**src/rtl/freq_pkg.sv**
```systemverilog
// ============================================================================
// freq_pkg : shared widths, depth and scan-state encoding for freq_voice_ram
// Revision : 1.0
// ============================================================================
`default_nettype none

package freq_pkg;

    localparam int FREQ_WIDTH  = 20;
    localparam int VOICE_DEPTH = 8;

    typedef enum logic [0:0] {
        ST_IDLE = 1'b0,
        ST_SEND = 1'b1
    } scan_state_t;

endpackage

`default_nettype wire

```
**src/rtl/freq_scan_ctrl.sv**
```systemverilog
// ============================================================================
// freq_scan_ctrl : per-tick scan FSM, index counter, beat snapshot, overrun
// Revision : 1.0
// ============================================================================
`default_nettype none

module freq_scan_ctrl
    import freq_pkg::*;
#(
    parameter int WIDTH = FREQ_WIDTH,
    parameter int DEPTH = VOICE_DEPTH,
    parameter int AW    = $clog2(DEPTH)
) (
    input  logic             clk,
    input  logic             rst_n,
    input  logic             tick,
    input  logic             scan_ready,
    output logic [AW-1:0]    load_addr,
    input  logic [WIDTH-1:0] load_data,
    input  logic             load_active,
    output logic             scan_valid,
    output logic [AW-1:0]    scan_addr,
    output logic [WIDTH-1:0] scan_data,
    output logic             scan_active,
    output logic             scan_last,
    output logic             busy,
    output logic             overrun
);

    scan_state_t   state;
    logic [AW-1:0] next_addr;

    assign next_addr = AW'(scan_addr + 1'b1);
    // Storage is looked up at the index about to be loaded, so each beat is a snapshot.
    assign load_addr = (state == ST_SEND) ? next_addr : '0;

    always_ff @(posedge clk or negedge rst_n) begin
        if (!rst_n) begin
            state       <= ST_IDLE;
            scan_valid  <= 1'b0;
            scan_addr   <= '0;
            scan_data   <= '0;
            scan_active <= 1'b0;
            scan_last   <= 1'b0;
            busy        <= 1'b0;
            overrun     <= 1'b0;
        end else begin
            overrun <= 1'b0;
            case (state)
                ST_IDLE: begin
                    if (tick) begin
                        state       <= ST_SEND;
                        busy        <= 1'b1;
                        scan_valid  <= 1'b1;
                        scan_addr   <= '0;
                        scan_data   <= load_data;
                        scan_active <= load_active;
                        scan_last   <= 1'b0;
                    end
                end
                ST_SEND: begin
                    overrun <= tick;
                    if (scan_ready) begin
                        if (scan_last) begin
                            state       <= ST_IDLE;
                            busy        <= 1'b0;
                            scan_valid  <= 1'b0;
                            scan_last   <= 1'b0;
                            scan_addr   <= '0;
                            scan_data   <= '0;
                            scan_active <= 1'b0;
                        end else begin
                            scan_addr   <= next_addr;
                            scan_data   <= load_data;
                            scan_active <= load_active;
                            scan_last   <= (next_addr == AW'(DEPTH - 1));
                        end
                    end
                end
                default: state <= ST_IDLE;
            endcase
        end
    end

endmodule

`default_nettype wire

```
**src/rtl/freq_voice_ram.sv**
```systemverilog
// ============================================================================
// freq_voice_ram : per-voice tuning-word store with active flags and scan port
// Revision : 1.0
// ============================================================================
`default_nettype none

module freq_voice_ram
    import freq_pkg::*;
#(
    parameter  int WIDTH = FREQ_WIDTH,
    parameter  int DEPTH = VOICE_DEPTH,
    localparam int AW    = $clog2(DEPTH)
) (
    input  logic             clk,
    input  logic             rst_n,
    input  logic             wr_en,
    input  logic [AW-1:0]    wr_addr,
    input  logic [WIDTH-1:0] wr_data,
    input  logic             off_en,
    input  logic [AW-1:0]    off_addr,
    input  logic             clr_all,
    input  logic [AW-1:0]    rd_addr,
    output logic [WIDTH-1:0] rd_data,
    output logic             rd_active,
    input  logic             tick,
    output logic             scan_valid,
    input  logic             scan_ready,
    output logic [AW-1:0]    scan_addr,
    output logic [WIDTH-1:0] scan_data,
    output logic             scan_active,
    output logic             scan_last,
    output logic             busy,
    output logic             overrun
);

    logic [WIDTH-1:0] words [DEPTH];
    logic [DEPTH-1:0] flags;
    logic [AW-1:0]    load_addr;
    logic [WIDTH-1:0] load_data;
    logic             load_active;

    // Out-of-range indices match no entry: writes drop, reads return zero.
    always_ff @(posedge clk or negedge rst_n) begin
        if (!rst_n) begin
            for (int i = 0; i < DEPTH; i++) words[i] <= '0;
            flags <= '0;
        end else if (clr_all) begin
            for (int i = 0; i < DEPTH; i++) words[i] <= '0;
            flags <= '0;
        end else begin
            for (int i = 0; i < DEPTH; i++) begin
                if (wr_en && (wr_addr == AW'(i))) begin
                    words[i] <= wr_data;
                    flags[i] <= 1'b1;
                end
                if (off_en && (off_addr == AW'(i))) flags[i] <= 1'b0;
            end
        end
    end

    always_comb begin
        rd_data     = '0;
        rd_active   = 1'b0;
        load_data   = '0;
        load_active = 1'b0;
        for (int i = 0; i < DEPTH; i++) begin
            if (rd_addr == AW'(i)) begin
                rd_data   = words[i];
                rd_active = flags[i];
            end
            if (load_addr == AW'(i)) begin
                load_data   = words[i];
                load_active = flags[i];
            end
        end
    end

    freq_scan_ctrl #(
        .WIDTH (WIDTH),
        .DEPTH (DEPTH),
        .AW    (AW)
    ) u_scan (
        .clk         (clk),
        .rst_n       (rst_n),
        .tick        (tick),
        .scan_ready  (scan_ready),
        .load_addr   (load_addr),
        .load_data   (load_data),
        .load_active (load_active),
        .scan_valid  (scan_valid),
        .scan_addr   (scan_addr),
        .scan_data   (scan_data),
        .scan_active (scan_active),
        .scan_last   (scan_last),
        .busy        (busy),
        .overrun     (overrun)
    );

endmodule

`default_nettype wire

```
**config.mk**
```make
export PLATFORM = sky130hd
export DESIGN_NAME = freq_voice_ram
export DESIGN_NICKNAME = d
export VERILOG_FILES = /design/src/rtl/freq_pkg.sv /design/src/rtl/freq_scan_ctrl.sv /design/src/rtl/freq_voice_ram.sv
export SDC_FILE = /design/constraint.sdc
export NUM_CORES = 1
export LEC_CHECK = 0
export ABC_AREA = 1
export ABC_CLOCK_PERIOD_IN_PS = 4000
export CAP_MARGIN = 20
export CORE_MARGIN = 2
export CORE_UTILIZATION = 66
export CTS_BUF_LIST = sky130_fd_sc_hd__clkbuf_4 sky130_fd_sc_hd__clkbuf_8
export CTS_CLUSTER_DIAMETER = 30
export DETAILED_ROUTE_END_ITERATION = 8
export GPL_TIMING_DRIVEN = 0
export PLACE_DENSITY = 0.95
export SLEW_MARGIN = 20
export SYNTH_ARGS = -nofsm -noshare
export SYNTH_HDL_FRONTEND = slang
export SYNTH_HIERARCHICAL = 1
export SYNTH_SLANG_ARGS = --single-unit
```
**constraint.sdc**
```tcl
create_clock -name clk -period 4 [get_ports clk]
set_input_delay 0.8 -clock clk [delete_from_list [all_inputs] [get_ports clk]]
set_output_delay 0.8 -clock clk [all_outputs]
set_load 0.02 [all_outputs]
```
# Yosys cells after proc, flatten, opt, wreduce, memory -nomap -nowiden
# Index checks and enable logic that the tools add are counted.
[totals] latchBits=0 mem_bits_rw=0 memories=0 inputBits=36 elab_cells=179 ff_bits=196 out_inout_bits=49 romBits=0
[op_classes] div=0 n_shift=0 n_bitwise=1 mux=84 multipliers=0 n_addsub=1 magnitude_cmp=0 reduce_logical=38 eq_ne=32
[op_table] cell="two-way mux 20 bit" count=27
[op_table] cell="two-way mux 160 bit" count=1
[op_table] cell="== test 3 bit, second input constant" count=17
[op_table] cell="two-way mux 1 bit" count=45
[op_table] cell="case mux 20 bit (2 select lines)" count=1
[op_table] cell="== test 3 x 2 -> 1 bit, second input constant" count=8
[op_table] cell="nonzero test 3 bit" count=8
[op_table] cell="logical AND 1 bit" count=16
[op_table] cell="nonzero test 2 bit" count=8
[op_table] cell="== test 3 x 1 -> 1 bit, second input constant" count=4
[op_table] cell="logical NOT 3 bit" count=4
[op_table] cell="two-way mux 3 bit" count=4
[op_table] cell="two-way mux 8 bit" count=1
[op_table] cell="case mux 1 bit (2 select lines)" count=4
[op_table] cell="case mux 3 bit (2 select lines)" count=1
[op_table] cell="inequality test 2 bit, second input constant" count=2
[op_table] cell="adder 3 x 1 -> 3 bit, second input constant" count=1
[op_table] cell="AND reduction 3 bit" count=1
[op_table] cell="inequality test 2 x 1 -> 1 bit, second input constant" count=1
[op_table] cell="AND reduction 2 bit" count=1
[op_table] cell="NOT 1 bit" count=1

# Depth between registers and ports, before layout
# Gate-level depths: netlist (run 1).
[logic_depth] ltp_word=14 ltp_mapped=13

# Cells and area by module
# Netlist (run 1), hierarchy kept.
[by_module_without_submodules] module="freq_voice_ram" cells_per_inst=1071 area_per_inst_um2=9679.3 n_inst=1
[by_module_without_submodules] module="freq_scan_ctrl" cells_per_inst=133 area_per_inst_um2=1194.9 n_inst=1

# Worst setup path before layout (run 1)
# Ideal clock, no wire load.
[synth_timing] path_kind="in2out" from="in rd_addr[0]" to="out rd_data[11]" path_slack_ns=1.433 arrival_time_ns=1.767 n_path_buf=2 cell_stages=6 required_time_ns=3.200 path_cell_list="buf_4 > inv_1 > nor3_2 > clkbuf_1 > nand2_1 > nand4_1"
[synth_between] elab_chain_len=9 word_cells_on_any_way=16 classes_between="eq/ne (7); mux (8); reduce/logical (1)"
[synth_lines] element="start: declaration" line_no="freq_voice_ram.sv:22" source="input logic [AW-1:0] rd_addr,"
[synth_lines] element="logical NOT 3 bit" line_no="freq_voice_ram.sv:67" source="if (rd_addr == AW'(i)) begin"
[synth_lines] element="two-way mux 20 bit (7 in a row)" line_no="freq_voice_ram.sv:67"
[synth_lines] element="two-way mux 20 bit *" line_no="freq_voice_ram.sv:67"
[synth_lines] element="end: declaration" line_no="freq_voice_ram.sv:23" source="output logic [WIDTH-1:0] rd_data,"
# Mark *: on every way between the ends. The rest lies on a longest branch, timed or not.

# Final worst setup path (run 1)
[layout_timing] from="in rd_addr[2]" to="out rd_data[1]"
# Same word-level chain as after synthesis.

==> flow_results.org, run 1 <==
** Final layout
- In the final layout, the multi-input gates occupy between 5000 and 6000 um2.
- Leaving out fill and tap cells, the most frequent cell in the layout is nand2_1.
- Area growth from synthesis to final layout :: 14.59%
- Sequential cell area :: about 4900 um2
- Share of layout cells above drive strength 1 :: a little under a fifth
- In the layout the commonest cells are nand2_1 (262), nand4_1 (211), dfrtp_1 (196), nor2_1 (115), nand3_1 (80).
- Count of filler cells inserted in the layout :: roughly 1100
- The repair_antennas step left the layout with diodes totalling 0.
- For this run, the number of standard cells in the final layout without fillers is 1535.
- Post-layout net count :: approximately 1300

** STA
- Number of hold-slack violations in the final timing report :: 0
- Setup repair after global routing left no endpoint under its margin.
- For the pin with the worst max-slew slack, the measured transition is about 0.81 ns.
- Final Max Slew Viols :: 0
- Crit path time final :: 3.950 ns
- Max frequency :: ~250 MHz
- Final setup viols :: 0
- In this run the tightest slew margin relative to its limit is a little under half.
- Across all hold checks on the routed design, the worst slack comes to just over 0.2 ns.
- After routing, the total negative slack on setup checks comes to 0 ns.
- Across all setup checks in the final design, the least slack found is 0.04995 ns.
- Share of the cycle needed by the critical path after routing :: between 90% and 100%
- Worst Skew :: ~0.016 ns

** Place
- Detailed placement finished with a half-perimeter wire length of 24.34 mm.
- Routability-driven placement finished with a final weighted congestion of 1.019.
- Post-placement worst setup slack :: about 0.13 ns
- Total of buffers placed on input and output ports :: between 80 and 90
- Cells after DPL :: 1503

** Clock tree
- Clock Tree Root :: clkbuf_8
- The number of hold buffers added after CTS was 0.
- The longest clock path from root to sink contains 2 buffers.
- Total clock buffers created by CTS :: 17
- In this run the number of H-tree levels came out at 4.
- Clock tree synthesis found a total of around 200 sinks.
- TritonCTS built the clock tree.
- At the later pin of the worst-skew pair, clock insertion delay measures approximately 0.49 ns.
- Number of buffers inserted to repair setup after CTS :: 0
- Clock transition at path regs :: about 0.11 ns

** Logic synthesis
- In this run, synthesis inferred 0 flip-flops with an integrated enable.
- During synthesis, Yosys emitted a total of 6 warnings.
- Synth async-reset ratio :: 100.0%
- Synthesized cell area :: approximately 11000 um2
- Counting every net in the synthesized netlist gives about 1200.
- After synthesis the netlist holds a flip-flop and latch count of roughly 200.
- Number of instances in the synthesized netlist :: about 1200
- In this run the mean area of a mapped cell was between 9 and 10 um2.
- After synthesis, the netlist uses 31 different library cells.
- Commonest register cell after synthesis :: dfrtp_1
- Share of synthesized area occupied by flip-flops and latches :: a little under half

** Setup path
- Setup slack on the worst flop-to-flop path :: around 1.2 ns
- Total number of cells along the worst setup path :: 9
- Of all nets on the critical path, the largest fanout is 10.
- Most numerous cell on the critical path :: nand4_1
- Traced cell by cell, the critical path runs through clkdlybuf4s50_1, inv_2, buf_2, buf_2, nand4_1, nand4_1, nor2_1, nand4_1, clkdlybuf4s50_1.
- Logic depth of the worst register-to-register path :: 13
- Startpoint-to-endpoint class of the critical path :: input pin to output port
- Critical path data required time :: between 3 and 4 ns
- STA puts the critical path data arrival time at around 3.2 ns.
- Critical path buffers and inverters :: 5
- Worst R2R Start :: u_scan/scan_addr[1]
- Cell family contributing the most delay on the critical path :: buffers and inverters
- Worst Setup End Kind :: output port
- In this run the critical register-to-register path is captured at u_scan/scan_data[12].
- Critical path startpoint category :: input pin
- On the worst path, the slowest cell contributes a delay of between 0.6 and 0.7 ns.
- Slowest CP cell :: clkdlybuf4s50_1

** GRT
- Wire length of the first global-routing pass :: 57.68 mm
- Entering global routing, the biggest net connects 80 pins.
- The total overflow left after global routing is 0.
- Number of global-route vias before repair :: 10470
- Total Routing Usage GR :: 42.52%
- Number of antenna violations at the first check in global routing :: 0

** Status
- The flow ran to the end, but the final reports show violations.
- The checks that failed: design-rule violations.

** Floorplan
- Core outline area :: about 16000 um2
- The die covers between 15000 and 20000 um2.
- Die outline width :: between 100 and 150 um
- Site row count :: between 40 and 50
- Once the floorplan was initialized, standard cells occupied between 60 and 70% of the core.
- For this design the top-level I/O count stands at 85.
- The die is about 130 um tall.

** Job
- Across the run, the number of max-cap violations was 0.

** Route
- Number of design rule violations left after detail routing :: 26
- The first detailed-routing pass took 9 iterations.
- Per-cell via count in the routed design :: between 6 and 7
- Count of nets left with antenna violations after detail routing :: 0
- Detailed router's first-iteration violation count :: between 1500 and 2000
- In the final routed layout, each cell accounts on average for 23.94 um.
- The final route contains around 11000 vias.
- The routed design has around 37 mm of wire.

** Power and ir drop
- Across the VDD grid, the largest voltage drop is approximately 430 uV.
- Total power per unit cell area :: around 560 nW/um2
- Static leakage :: around 5.8 nW

** Hold path
- The path class of the tightest hold or removal check is input pin to async pin.
layer usage:
layer | routed length (um) | share of wire [%] | track usage, % | vias to the layer above
met4 | 2853 | 7.8 | 26.34 | 0
li1 | - | - | - | 4405
met1 | 12820 | 35 | 54.58 | 4955
met5 | 0 | 0 | 0 | -
met3 | 4613 | 13 | 9.458 | 290
met2 | 16470 | 45 | 65.95 | 1051
how the worst max path moves through the flow:
stage                           from                  end
after floorplan           rd_addr[0]          rd_data[11]
after global placement         rst_n  u_scan/scan_data[3]
after detailed placement  rd_addr[2]          rd_data[17]
after CTS                 rd_addr[2]          rd_data[17]
after global routing      rd_addr[2]           rd_data[1]
final                     rd_addr[2]           rd_data[1]
state kept, by name, summed over array words and instances, names as in the netlist, 3 cells and up:
name	flops
words	160
u_scan/scan_addr	3
flags	8
u_scan/scan_data	20
timing repair:
item / CTS / global route
gates resized for setup: 0 / 2
endpoints found under the hold margin: 0 / 0
endpoints found under the setup margin: 0 / 1
per-stage QoR:
| stage | total power [mW] | utilization, % | area (um2) |
|---|---|---|---|
| floorplan | 4.198 | - | 10870 |
| global placement | 5.294 | 74.72 | 11960 |
| detailed placement | 5.385 | 75.09 | 12020 |
| CTS | 6.794 | 77.85 | 12460 |
| global route | 7.223 | 77.88 | 12460 |
| finish | 7.031 | 77.88 | 12460 |
logic make-up (layout without fill, tap and decap cells):
kind of cell             count (synthesis)  count (layout)  synth area share (%)
buffers and inverters                  152             267                 7.594
AND/OR/NAND/NOR                        694             694                 31.88
AO/OA/AOI/OAI                           52              52                 2.623
flip-flops                             196             196                 45.10
multiplexers                           108             108                 12.56
adder cells (fa/ha/maj)                  2               2                0.2301
where the power goes:
group | internal [mW] | total (mW) | switching, mW
clock | 0.598 | 1.43 | 0.835
combinational | 0.936 | 3.18 | 2.25
sequential | 2.22 | 2.42 | 0.194
cell usage after synthesis, types with 3 or more instances:
cell / number / area share [%]
mux2_2: 68 / 7.0
nand2_8: 6 / 1.1
buf_4: 7 / 0.48
dfrtp_1: 196 / 45
o21ai_0: 33 / 1.5
o21ai_1: 3 / 0.14
nand3_1: 80 / 3.7
a211oi_1: 5 / 0.35
nor2_1: 115 / 4.0
nand2_4: 10 / 1.0
nand2_1: 262 / 9.0
buf_12: 6 / 1.1
nand4_1: 211 / 12
inv_1: 52 / 1.8
buf_1: 5 / 0.17
a21oi_1: 7 / 0.32
buf_6: 4 / 0.41
buf_2: 47 / 2.2
nor3_2: 6 / 0.55
inv_2: 7 / 0.24
clkbuf_1: 20 / 0.69
nor2_4: 3 / 0.31
mux2_4: 40 / 5.5
layout make-up:
type                    instances  area share, %
inverters                      62          2.119
plain buffers                  90          4.529
flip-flops and latches        196          39.36
well taps                     216          2.169
clock inverters                15          1.657
multi-input cells             856          41.28
repair buffers                 83          7.009
clock buffers                  17          1.878
Power figures use the tool's default switching activity.
==> inputs of run 2 (changes only) <==
CORE_UTILIZATION = 64   (was 66)
CTS_BUF_LIST = sky130_fd_sc_hd__clkbuf_8 sky130_fd_sc_hd__clkbuf_16   (was sky130_fd_sc_hd__clkbuf_4 sky130_fd_sc_hd__clkbuf_8)
==> flow_results.org, run 2 (synthesis results as in run 1) <==
** Status
- Run status :: complete, but fails checks (unchanged)
- Failing checks :: design-rule violations (unchanged)

** Setup path
- The buffering stage count on the worst path with inverters included was 4 (was 5).
- Startpoint-to-endpoint class of the critical path :: input pin to output port (unchanged)
- Logic depth of the worst register-to-register path :: 13 (unchanged)
- Peak fanout along the critical path :: 10 (unchanged)
- The last element of the critical path was rd_data[7] (was rd_data[1]).
- Worst path cell trace: clkdlybuf4s50_1, inv_2, clkbuf_1, nand4_1, nand4_1, nor2_1, nand4_1, clkdlybuf4s50_1 (was clkdlybuf4s50_1, inv_2, buf_2, buf_2, nand4_1, nand4_1, nor2_1, nand4_1, clkdlybuf4s50_1).
- The maximum cell stage delay along the critical path was 0.62 ns (was 0.61 ns).
- Worst Setup End Kind :: output port (unchanged)
- The required time of the worst setup path was 3.20 ns (about the same).
- The number of cells on the critical path was 8 (was 9).
- The worst setup slack for register-to-register paths came to 1.19 ns (about the same).
- The category of cells accounting for the largest share of critical-path delay is buffers and inverters (unchanged).
- Most numerous cell on the critical path :: nand4_1 (unchanged)
- The critical register-to-register path endpoint was u_scan/scan_data[2] (was u_scan/scan_data[12]).
- Slowest CP cell :: clkdlybuf4s50_1 (unchanged)
- The origin of the critical flop-to-flop path was u_scan/scan_addr[1] (unchanged).
- The category of the worst setup path launch point is an input pin (unchanged).
- The data arrival time at the worst-slack endpoint was 3.19 ns (was 3.15 ns).
- The launch point of the worst path is rd_addr[2] (unchanged).

** Clock tree
- The clock latency on the worst-skew pair is 0.45 ns (was 0.49 ns).
- The number of resized instances in the post-cts repair step came to 0 (unchanged).
- The clock tree from TritonCTS is yes (unchanged).
- The maximum clock insertion buffer count came to 2 (unchanged).
- The number of buffers added to fix hold violations after cts came to 0 (unchanged).
- Clock Tree Root :: clkbuf_16 (was clkbuf_8)
- Total clock buffers created by CTS :: 17 (unchanged)
- The register clock-pin slew on the reported worst setup and hold paths is 0.08 ns (was 0.11 ns).
- Number of buffers inserted to repair setup after CTS :: 0 (unchanged)
- H-tree lvl count :: 4 (unchanged)
- The number of clock sinks was 196 (unchanged).

** Place
- The placed cell area is 12020 um2 (about the same).
- Total of buffers placed on input and output ports :: 81 (unchanged)
- Cells after DPL :: 1507 (was 1503)
- The estimated wirelength of the detail-placed design came to 24.17 mm (was 24.34 mm).
- The global placement routability congestion is 1.008 (was 1.019).

** Power and ir drop
- Total power per unit cell area :: 582.1 nW/um2 (was 564.3 nW/um2)
- Switching power summed over all nets :: 3.339 mW (was 3.275 mW)
- The internal cell power was 4.012 mW (was 3.756 mW).
- Worst ir drop on vdd :: 458.4 uV (was 425.3 uV)
- The overall power consumption was 7.350 mW (was 7.031 mW).
- The logic gate share of total power was 43.0% (was 45.3%).
- The static leakage was 5.824 nW (was 5.759 nW).
- The net switching share of the total power is 45.42% (was 46.58%).
- The relative contribution of the clock network to total power is 24.1% (was 20.4%).
- Reg power frac :: 32.9% (was 34.4%)

** Route
- Number of design rule violations left after detail routing :: 13 (was 26)
- Routed len/inst :: 23.54 um (was 23.94 um)
- Per-cell via count in the routed design :: 6.923 (was 6.971)
- Detailed router's first-iteration violation count :: 2067 (was 1764)
- Count of nets left with antenna violations after detail routing :: 0 (unchanged)
- Vias post-DR :: 10650 (was 10700)
- The routed metal-1 wirelength came to 12.21 mm (was 12.82 mm).
- The met2 wire length came to 16.50 mm (was 16.47 mm).
- Highest layer used for signal routing :: met4 (unchanged)
- WL met3 :: 4.859 mm (was 4.613 mm)
- Number of search-and-repair iterations in the first detailed-routing pass :: 9 (unchanged)
- Drt total wl :: 36.22 mm (was 36.75 mm)

** Floorplan
- The effective utilization at floorplan is 65.57% (was 67.96%).
- Die Outline Area :: 18050 um2 (was 17520 um2)
- Boundary Pins :: 85 (unchanged)
- The chip width is 134.4 um (was 132.4 um).
- The core outline area came to 16580 um2 (was 16000 um2).
- Site row count :: 47 (was 46)
- The die height is 134.4 um (was 132.4 um).

** STA
- Crit path time final :: 3.991 ns (was 3.950 ns)
- The final worst-path cycle share was 99.76% (was 98.75%).
- Unrepaired setup endpoints after global routing :: false (unchanged)
- Slew HR :: 50.23% (was 46.31%)
- The final count of hold timing violations came to 0 (unchanged).
- The final count of negative-setup-slack endpoints is 0 (unchanged).
- The transition at the pin with the smallest max-transition slack was 0.7439 ns (was 0.8053 ns).
- The max-slew violation total from the final report came to 0 (unchanged).
- Worst Skew :: 0.01378 ns (was 0.01583 ns)
- Max frequency :: 250.6 MHz (was 253.2 MHz)
- The aggregate negative setup slack was 0 ns (unchanged).

** Final layout
- Area growth from synthesis to final layout :: 16.13% (was 14.59%)
- Most common cell after layout, fill and taps aside :: nand2_1 (unchanged)
- The area of all placed cells without fillers is 12630 um2 (was 12460 um2).
- The fraction of layout instances using a drive strength above 1 is 18.57% (was 18.42%).
- Commonest non-fill, non-tap cells in the layout :: nand2_1 (262), nand4_1 (211), dfrtp_1 (196), nor2_1 (115) (was nand2_1 (262), nand4_1 (211), dfrtp_1 (196), nor2_1 (115), nand3_1 (80))
- Top flop regs: words x160, u_scan/scan_data x20, flags x8 (unchanged).
- Post-Layout Cell Count :: 1539 (was 1535)
- Post-layout net count :: 1344 (unchanged)
- The number of antenna repair diodes came to 0 (unchanged).
- Largest reg by FF count :: words (unchanged)
- Number of flip-flops under the largest register name :: 160 (unchanged)

** Hold path
- The path category of the worst min-delay check is input pin to async pin (unchanged).

** GRT
- The largest net degree at the start of global routing came to 78 (was 80).
- Total Routing Usage GR :: 41.10% (was 42.52%)
- The global-route wire length before repair is 56.82 mm (was 57.68 mm).
- The leftover overflow at the end of global routing is 0 (unchanged).
- Number of global-route vias before repair :: 10390 (was 10470)
- The number of antenna violations at the first check in global routing came to 0 (unchanged).

** Job
- Number of maximum-capacitance violations :: 0 (unchanged)
## run 2: cell types whose count changed in the layout (fill, tap and decap cells not counted), sizes merged
cell	before	now
clkdlybuf4s50	79	80
bufinv	2	0
clkinv	6	8
dlymetal6s2s	1	0
clkbuf	38	37
buf	72	73
## run 2: worst min-delay path by stage
stage | cells after the start | start | slack, ns | end
3_5_place_dp | 2 | u_scan/scan_data[5] | 0.46 | u_scan/scan_data[5]
5_1_grt | 1 | rst_n | 0.31 | words[115]
2_1_floorplan | 2 | words[140] | 0.46 | words[140]
4_1_cts | 1 | rst_n | 0.29 | words[115]
3_3_place_gp | 2 | u_scan/scan_data[2] | 0.47 | u_scan/scan_data[2]
6_report | 1 | rst_n | 0.26 | words[115]
## run 2: layout make-up
type,count,area [um2]
inverters,62,264.0
multi-input cells,856,5144
repair buffers,83,870.8
plain buffers,90,564.3
clock inverters,15,180.2
well taps,220,275.3
fillers,1082,3955
flip-flops and latches,196,4905
clock buffers,17,425.4
## run 2: power groups by stage
stage / clock, mW / combinational (mW) / sequential (mW)
after detailed placement: 0 / 2.94 / 2.44
after CTS: 1.75 / 2.98 / 2.41
final: 1.77 / 3.16 / 2.42
after global placement: 0 / 2.85 / 2.43
after floorplan: 0 / 1.69 / 2.51
after global routing: 1.84 / 3.25 / 2.44
## run 2: metrics by stage
| step | util [%] | setup slack, ns | hold WS, ns |
|---|---|---|---|
| after floorplan | - | 1.433 | 0.4646 |
| after global placement | 72.12 | -5.811 | 0.4658 |
| after detailed placement | 72.48 | 0.1190 | 0.4646 |
| after CTS | 76.14 | 0.08010 | 0.2889 |
| after global routing | 76.15 | 0.01380 | 0.3117 |
| final | 76.15 | 0.009491 | 0.2600 |
## run 2: routing by layer
metal,vias up,global-route usage [%]
li1,4399,-
met1,4980,52.65
met2,1017,63.27
met3,258,9.977
met4,0,25.26
met5,-,0
